`src/rtl/dcache_port_arbiter.sv`:
```
// rtl/dcache_port_arbiter.sv - load/store arbiter in front of a single data-cache request port
//
// Purpose: selects one of the load-request port and the committed-store drain port each cycle
// and drives the cache request combinationally. It tracks loads in flight so responses can be
// forwarded or discarded after a squash, raises store priority after sustained starvation, and
// implements a fence (drain) that empties both paths before reporting completion.
//
// Ports:
//   clk, rst                       clock, asynchronous active-high reset
//   ld_valid_i/ld_ready_o/ld_addr_i  load request
//   st_valid_i/st_ready_o/st_addr_i/st_wdata_i/st_wmask_i  store drain request
//   dc_valid_o/dc_ready_i/dc_we_o/dc_addr_o/dc_wdata_o/dc_wmask_o  cache request
//   dc_rvalid_i/dc_rdata_i         in-order load response from cache
//   ld_rvalid_o/ld_rdata_o         forwarded load response
//   squash_i                       discard every load currently in flight
//   drain_req_i/drain_done_o       fence request / one-cycle completion pulse
//   stat_*_o (DCACHE_ARB_STATS_EN only)  32-bit wrapping event counters
//
// Build option: define DCACHE_ARB_STATS_EN to add the statistics counters and outputs.

module dcache_port_arbiter #(
  parameter int XLEN            = 64,
  parameter int MAX_OUTSTANDING = 4,
  parameter int STARVE_LIMIT    = 8
) (
  input  logic            clk,
  input  logic            rst,
  input  logic            ld_valid_i,
  output logic            ld_ready_o,
  input  logic [XLEN-1:0] ld_addr_i,
  input  logic            st_valid_i,
  output logic            st_ready_o,
  input  logic [XLEN-1:0] st_addr_i,
  input  logic [XLEN-1:0] st_wdata_i,
  input  logic [7:0]      st_wmask_i,
  output logic            dc_valid_o,
  input  logic            dc_ready_i,
  output logic            dc_we_o,
  output logic [XLEN-1:0] dc_addr_o,
  output logic [XLEN-1:0] dc_wdata_o,
  output logic [7:0]      dc_wmask_o,
  input  logic            dc_rvalid_i,
  input  logic [XLEN-1:0] dc_rdata_i,
  output logic            ld_rvalid_o,
  output logic [XLEN-1:0] ld_rdata_o,
  input  logic            squash_i,
  input  logic            drain_req_i,
  output logic            drain_done_o
`ifdef DCACHE_ARB_STATS_EN
  ,
  output logic [31:0]     stat_ld_grants_o,
  output logic [31:0]     stat_st_grants_o,
  output logic [31:0]     stat_starve_events_o,
  output logic [31:0]     stat_proto_err_o
`endif
);

  localparam int CW = $clog2(MAX_OUTSTANDING + 1);
  localparam int SW = $clog2(STARVE_LIMIT + 1);
  localparam logic [CW-1:0] OUT_MAX    = CW'(MAX_OUTSTANDING);
  localparam logic [CW-1:0] ONE_C      = CW'(1);
  localparam logic [SW-1:0] STARVE_MAX = SW'(STARVE_LIMIT);
  localparam logic [SW-1:0] ONE_S      = SW'(1);

  localparam logic [1:0] S_NORMAL    = 2'd0;
  localparam logic [1:0] S_STORE_PRI = 2'd1;
  localparam logic [1:0] S_DRAIN     = 2'd2;

  logic [1:0]    state_q, state_d;
  logic [CW-1:0] outstanding_q, outstanding_d;
  logic [CW-1:0] kill_cnt_q, kill_cnt_d;
  logic [SW-1:0] starve_cnt_q, starve_cnt_d;
  logic          drain_done_q;

  logic ld_elig;
  logic load_sel;
  logic ld_xfer;
  logic st_xfer;
  logic resp_ok;
  logic drain_exit;

  // Request path: fully combinational mux of the selected requester.
  always_comb begin
    ld_elig  = (outstanding_q < OUT_MAX) && !squash_i && (state_q != S_DRAIN);
    load_sel = 1'b0;
    case (state_q)
      S_NORMAL:    load_sel = ld_valid_i && ld_elig;
      S_STORE_PRI: load_sel = !st_valid_i && ld_valid_i && ld_elig;
      default:     load_sel = 1'b0;
    endcase
  end

  assign dc_valid_o = load_sel ? 1'b1 : st_valid_i;
  assign dc_we_o    = !load_sel;
  assign dc_addr_o  = load_sel ? ld_addr_i : st_addr_i;
  assign dc_wdata_o = load_sel ? '0 : st_wdata_i;
  assign dc_wmask_o = load_sel ? 8'h00 : st_wmask_i;

  // load_sel already includes eligibility; the store port is ready whenever it is the selection.
  assign ld_ready_o = dc_ready_i && load_sel;
  assign st_ready_o = dc_ready_i && !load_sel;
  assign ld_xfer    = ld_ready_o;
  assign st_xfer    = st_ready_o && st_valid_i;

  // A response with nothing in flight is stale (e.g. issued before a reset) and is dropped.
  assign resp_ok     = dc_rvalid_i && (outstanding_q != '0);
  assign ld_rvalid_o = resp_ok && (kill_cnt_q == '0);
  assign ld_rdata_o  = dc_rdata_i;

  always_comb begin
    outstanding_d = outstanding_q;
    if (ld_xfer && !resp_ok)
      outstanding_d = outstanding_q + ONE_C;
    else if (!ld_xfer && resp_ok)
      outstanding_d = outstanding_q - ONE_C;
  end

  // On squash, every load still in flight after this cycle must be discarded; a response
  // arriving in the squash cycle itself is already removed from outstanding_d.
  always_comb begin
    kill_cnt_d = kill_cnt_q;
    if (squash_i)
      kill_cnt_d = outstanding_d;
    else if (resp_ok && (kill_cnt_q != '0))
      kill_cnt_d = kill_cnt_q - ONE_C;
  end

  always_comb begin
    starve_cnt_d = starve_cnt_q;
    if (st_xfer)
      starve_cnt_d = '0;
    else if (st_valid_i && (starve_cnt_q != STARVE_MAX))
      starve_cnt_d = starve_cnt_q + ONE_S;
  end

  // Exit the fence once no store is pending and the last load response has arrived this cycle,
  // so the done pulse appears the cycle right after that response.
  assign drain_exit = (state_q == S_DRAIN) && !st_valid_i && (outstanding_d == '0);

  always_comb begin
    state_d = state_q;
    if (state_q == S_DRAIN) begin
      // Completion always leaves DRAIN; a held drain_req_i re-enters on the next cycle.
      if (drain_exit)
        state_d = S_NORMAL;
    end else if (drain_req_i) begin
      state_d = S_DRAIN;
    end else if (state_q == S_NORMAL) begin
      if (starve_cnt_d == STARVE_MAX)
        state_d = S_STORE_PRI;
    end else begin
      if (st_xfer || !st_valid_i)
        state_d = S_NORMAL;
    end
  end

  always_ff @(posedge clk or posedge rst) begin
    if (rst) begin
      state_q       <= S_NORMAL;
      outstanding_q <= '0;
      kill_cnt_q    <= '0;
      starve_cnt_q  <= '0;
      drain_done_q  <= 1'b0;
    end else begin
      state_q       <= state_d;
      outstanding_q <= outstanding_d;
      kill_cnt_q    <= kill_cnt_d;
      starve_cnt_q  <= starve_cnt_d;
      drain_done_q  <= drain_exit;
    end
  end

  assign drain_done_o = drain_done_q;

`ifdef DCACHE_ARB_STATS_EN
  logic proto_err;
  logic starve_event;

  assign proto_err    = dc_rvalid_i && (outstanding_q == '0);
  assign starve_event = (state_q == S_NORMAL) && (state_d == S_STORE_PRI);

  always_ff @(posedge clk or posedge rst) begin
    if (rst) begin
      stat_ld_grants_o     <= '0;
      stat_st_grants_o     <= '0;
      stat_starve_events_o <= '0;
      stat_proto_err_o     <= '0;
    end else begin
      if (ld_xfer)      stat_ld_grants_o     <= stat_ld_grants_o + 32'd1;
      if (st_xfer)      stat_st_grants_o     <= stat_st_grants_o + 32'd1;
      if (starve_event) stat_starve_events_o <= stat_starve_events_o + 32'd1;
      if (proto_err)    stat_proto_err_o     <= stat_proto_err_o + 32'd1;
    end
  end
`else
  // Default build carries no statistics state.
`endif

endmodule

```
`config.mk`:
```
export PLATFORM = sky130hd
export DESIGN_NAME = dcache_port_arbiter
export DESIGN_NICKNAME = d
export VERILOG_FILES = /design/src/rtl/dcache_port_arbiter.sv
export SDC_FILE = /design/constraint.sdc
export NUM_CORES = 1
export LEC_CHECK = 0
export ABC_AREA = 1
export BUFFER_PORTS_ARGS = -buffer_cell sky130_fd_sc_hd__buf_2
export CORE_AREA = 2 2 184 186
export CTS_CLUSTER_DIAMETER = 200
export DETAILED_ROUTE_END_ITERATION = 8
export DIE_AREA = 0 0 186 188
export SYNTH_ARGS = -nofsm -noshare
export SYNTH_HDL_FRONTEND = slang
export SYNTH_SLANG_ARGS = --single-unit
```
`constraint.sdc`:
```
create_clock -name clk -period 2.5 [get_ports clk]
set_input_delay 0.375 -clock clk [delete_from_list [all_inputs] [get_ports clk]]
set_output_delay 0.375 -clock clk [all_outputs]
set_load 0.01 [all_outputs]
```
**Word-level counts from Yosys, hierarchy flattened**

Index checks and enable logic that the tools add are counted.

- Add/sub/neg operators: 4
- Order comparisons: 1
- Equality and inequality tests: 7
- Muxes and demuxes: 17
- Reductions and logical operators: 30

Operators by type and width:

| kind | count |
|---|---|
| 2-to-1 mux 64 bit | 2 |
| logical AND 1 bit | 16 |
| 2-to-1 mux 2 bit | 6 |
| 2-to-1 mux 3 bit | 4 |
| 2-to-1 mux 4 bit | 2 |
| 2-to-1 mux 8 bit | 1 |
| zero test 3 bit | 2 |
| nonzero test 3 bit | 2 |
| subtractor 3 x 1 -> 3 bit (second input constant) | 2 |
| zero test 1 bit | 5 |
| adder 4 x 1 -> 4 bit (second input constant) | 1 |
| == test 4 bit (second input constant) | 1 |
| inequality test 2 bit (second input constant) | 2 |
| inequality test 4 x 3 -> 1 bit (second input constant) | 1 |
| inequality test 4 bit (second input constant) | 1 |
| nonzero test 4 bit | 1 |
| adder 3 x 1 -> 3 bit (second input constant) | 1 |
| less-than comparator 3 bit (second input constant) | 1 |
| AND reduction 3 bit | 1 |
| == test 2 x 1 -> 1 bit (second input constant) | 1 |
| == test 2 bit (second input constant) | 1 |
| zero test 2 bit | 1 |
| one-hot mux 1 bit (2 select lines) | 1 |
| nonzero test 2 bit | 1 |
| 2 further kinds | 2 |

- Bits in registers: 13
- Input port bits: 272
- Output and inout port bits: 206
- Word-level logic and storage cells: 64

**Depth between registers and ports, before layout**

- Word-level depth: 14
- Gate-level depth with buffers: 15
- Mapped depth without buffers: 15

**Worst setup path before layout**

Ideal clock, no wire load.

- Path type: register to register
- Start: reg outstanding_q[0]
- End: reg state_q[1]
- Arrival time: 1.644 ns
- Data required time: 2.380 ns
- Setup slack: 0.735 ns
- Stages on the path, launching flop included: 16
- Buffers on the path: 0
- Period minus slack after synthesis: 1.765 ns
- Cells stage by stage: dfrtp_1 > inv_1 > ha_1 > ha_1 > nor2_1 > inv_1 > nand3_2 > nand2_1 > nand2_1 > nand2_2 > nor2_2 > nand2_1 > nand2_1 > nand2_1 > nand2_1 > nand2_1

- Word-level cells in the longest chain between the ends: 14

Ends and longest elaborated chain:

| element | RTL line | text |
|---|---|---|
| start: declaration | 70 | `logic [CW-1:0] outstanding_q, outstanding_d;` |
| start signal: assignment | 166 | `outstanding_q <= outstanding_d;` |
| less-than comparator 3 bit | 84 | `ld_elig = (outstanding_q < OUT_MAX) && !squash_i && (state_q != S_DRAIN);` |
| logical AND 1 bit (2 in series) | 84 |  |
| logical AND 1 bit, on equally long branches | 88, 87 |  |
| one-hot mux 1 bit (2 select lines) | 86 | `case (state_q)` |
| logical AND 1 bit | 100 | `assign ld_ready_o = dc_ready_i && load_sel;` |
| zero test 1 bit | 114 | `else if (!ld_xfer && resp_ok)` |
| logical AND 1 bit | 114 |  |
| 2-to-1 mux 3 bit | 114 |  |
| 2-to-1 mux 3 bit * | 112 | `if (ld_xfer && !resp_ok)` |
| net outstanding_d[1] | 70 |  |
| zero test 3 bit * | 138 | `assign drain_exit = (state_q == S_DRAIN) && !st_valid_i && (outstanding_d == '0);` |
| logical AND 1 bit * | 138 |  |
| inequality test 2 bit (no line) * | -- |  |
| AND reduction 3 bit (no line) * | -- |  |
| end signal: assignment | 165 | `state_q <= state_d;` |
| end: declaration | 69 | `logic [1:0] state_q, state_d;` |

The timed path passes the listed nets; every way through them passes the cells marked *.
A chain may end at the register's enable or synchronous reset.

**Worst setup path in the final report**

- Start: reg outstanding_q[2]
- End: out dc_addr_o[51]

- Word-level cells in the longest chain between the ends: 6

Ends and longest elaborated chain:

| element | RTL line | text |
|---|---|---|
| less-than comparator 3 bit * | 84 |  |
| logical AND 1 bit * (2 in series) | 84 |  |
| logical AND 1 bit, on equally long branches | 88, 87 |  |
| one-hot mux 1 bit (2 select lines) * | 86 |  |
| 2-to-1 mux 64 bit * | 95 | `assign dc_addr_o = load_sel ? ld_addr_i : st_addr_i;` |
| end: declaration | 39 | `output logic [XLEN-1:0] dc_addr_o,` |

Every way passes the cells marked *; elsewhere a longest branch is shown, timed or not.

==> run_results.csv <==
group,metric,value,unit
critical_path,cp-start-kind,"flop",
critical_path,worstPathMaxFanout,70,
pwr,internal_power,1.23,mW
placement,placed_area,4600,sq um
floorplan,fp.coreArea,33100,sq um
placement,place_congestion,0.752,
floorplan,pin_count,478,
global_route,antenna_found_initial,7,
pwr,switchingPower,1.29,mW
cts,h-tree-depth,1,
critical_path,critPathArrivalTime,1940,ps
sta,min_period_over_period,92.7,%
sta,maxSlewViolCount,0,
cts,cts_resized,0,
cts,clock_sinks,13,
layout,layout-drive-gt1-share,44.7,%
synth,synth_top_cell_by_area,"nand2_1",
cts,clk_latency,240,ps
sta,timing.fmax,0.431,GHz
synth,yosysUniqueCellTypes,25,
global_route,grt_pass1_wl,23400,microns
cts,postCtsSetupBuffers,0,
floorplan,dieArea,35000,sq um
routing,wirelength,17100,microns
pwr,max-vdd-ir-drop,0.000403,V
sta,hold_viol_final,0,
sta,fin_crit,2320,ps
layout,regArea,325,sq um
pwr,p_clk_share,12.0,%
cts,cts_buffers,3,
synth,avgSynthCellArea,5.04,sq um
job,maxCapViolCount,0,
synth,yosys.area.top_type_share,30.6,%
critical_path,endpoint_kind,"output port",
layout,fill_cells,3870,
routing,vias_per_cell,3.28,
pwr,swShare,51.1,%
status,status,"finished, final reports clean",
sta,fin_worst_skew,3.13,ps
synth,synthCells,558,
global_route,grtUsageTotal,8.98,%
synth,yosys-top-cells-count,"nand2_1 (229), inv_1 (101), nor2_1 (79)",
routing,drtIter0Drc,188,
cts,cts_tree,"built",
placement,place.port_buffers,349,
hold_path,hp-class,"input pin to async pin",
synth,synthArstFlopShare,100,%
sta,fin_tns_setup,0,ps
synth,synth_flop_cell,"dfrtp_1",
floorplan,die_w,186,microns
synth,ys_seq_area_share,11.6,%
synth,synth-edff-count,0,
pwr,p_comb_share,71.9,%
synth,synth.area.top_cells,"nand2_1 (31%), buf_4 (17%), inv_1 (13%)",
floorplan,die_h,188,microns
synth,syn-cell-area,2810,sq um
layout,multi_input_area,1520,sq um
sta,setup_violations,0,
routing,num_vias,4193,
global_route,grt_pass1_vias,3851,
sta,setup_slack,182,ps
synth,syn_nets,837,
cts,cts-root-buf,"clkbuf_16",
pwr,pwr-share-seq,16.1,%
global_route,grt-ovfl-total,0,
cts,cts_hold_buffers,0,
critical_path,required,2120,ps
synth,synth_seq_cells,13,
placement,place_ws,352,ps
sta,grt_setup_unrepaired,"false",
layout,fin_nets,1108,
layout,fin_area,4680,sq um
floorplan,initial_core_util,8.49,%
pwr,p_leak,3.08,nW
placement,hpwl,15100,microns
routing,post-route-drc-count,0,
routing,firstDrtPassIters,5,
synth,synth.most_common_cell,"nand2_1",
layout,area_growth,66.6,%
sta,worst_pin_slew,543,ps
routing,wl_per_cell,13.4,microns
cts,path_clk_slew,50,ps
routing,final_antenna_net_count,0,
cts,clockBufferDepth,2,
synth,yosysWarnings,0,
floorplan,placementRows,67,
global_route,grt_max_degree,71,
pwr,p_per_area,538,nW/um^2
critical_path,path_class,"flop to output port",
sta,slew-limit-headroom,63.8,%
## flip-flops by register name, indices dropped and copies added (netlist names)
signal	cells
starve_cnt_q	4
kill_cnt_q	3
outstanding_q	3
state_q	2
drain_done_o	1
## layout by cell type, fill, tap and decap left out
cell,instances
a21oi_1,3
inv_2,1
buf_4,1
nand2_4,1
nor2_4,2
nand4_1,2
nand3_1,10
ha_1,7
nand3b_1,1
nor2_1,79
nand2_1,229
inv_1,101
nor2_2,2
diode_2,2
clkbuf_1,1
o21ai_0,7
buf_2,349
nand2_2,4
clkbuf_16,3
xor2_1,1
o31ai_1,1
dfrtp_1,13
nand3_4,1
nor3_1,3
buf_12,3
nand3_2,2
nand4_2,1
## final cells by class
cell class | instances | share of cell area (%)
inverters | 102 | 8.18
repair buffers | 353 | 38.7
well taps | 448 | 12.0
flip-flops and latches | 13 | 6.95
diodes | 2 | 0.107
multi-input cells | 356 | 32.4
clock buffers | 4 | 1.68
## routing by layer
metal	global-route usage (%)	vias up	routed length [microns]
met2	14.3	272	7640
met3	4.14	36	2170
met4	1.88	2	337
li1	-	2068	-
met1	10.9	1815	6960
met5	1.00	-	42
## worst paths after layout
| path | cells after the start | start | slack (ps) | end |
|---|---|---|---|---|
| worst max-delay path | 7 | outstanding_q[2] | 180 | dc_addr_o[51] |
| worst min-delay path | 2 | rst | 170 | starve_cnt_q[0] |
| worst max register to register | 13 | outstanding_q[2] | 410 | state_q[1] |
| worst min register to register | 2 | state_q[1] | 550 | state_q[1] |
| max in group asynchronous | 2 | rst | 1970 | kill_cnt_q[2] |
| min in group clk | 3 | drain_req_i | 410 | state_q[1] |
## logic make-up after synthesis
| family | Yosys count | synth area share (%) |
|---|---|---|
| flip-flops | 13 | 11.6 |
| adder cells (fa/ha/maj) | 7 | 3.12 |
| AND/OR/NAND/NOR | 337 | 48.2 |
| buffers and inverters | 189 | 34.8 |
| AO/OA/AOI/OAI | 11 | 2.05 |
| XOR/XNOR | 1 | 0.312 |
## through the flow
stage | std cells | util, % | hold slack [ps] | power [mW]
2_1_floorplan | 558 | - | 252 | 1.56
3_3_place_gp | 1272 | 13.9 | 436 | 2.19
3_5_place_dp | 1272 | 13.9 | 445 | 2.22
4_1_cts | 1276 | 14.1 | 191 | 2.54
5_1_grt | 1276 | 14.1 | 222 | 2.78
6_report | 1278 | 14.1 | 169 | 2.52
## critical path: stages (launching register included)
cell	delay, ps
dfrtp_1	440
nor2_4	200
nand2_2	80
nor2_4	230
buf_12	280
nand2_1	100
nand2_1	140
buf_2	160
## power by group through the flow
stage / Combinational [mW] / Sequential, mW / Clock [mW]
after detailed placement: 1.82 / 0.408 / 0
after global placement: 1.79 / 0.403 / 0
final: 1.81 / 0.406 / 0.302
after CTS: 1.83 / 0.405 / 0.304
after global routing: 2.04 / 0.422 / 0.317
after floorplan: 1.18 / 0.382 / 0
No activity file was read; power rests on OpenSTA's default activity.
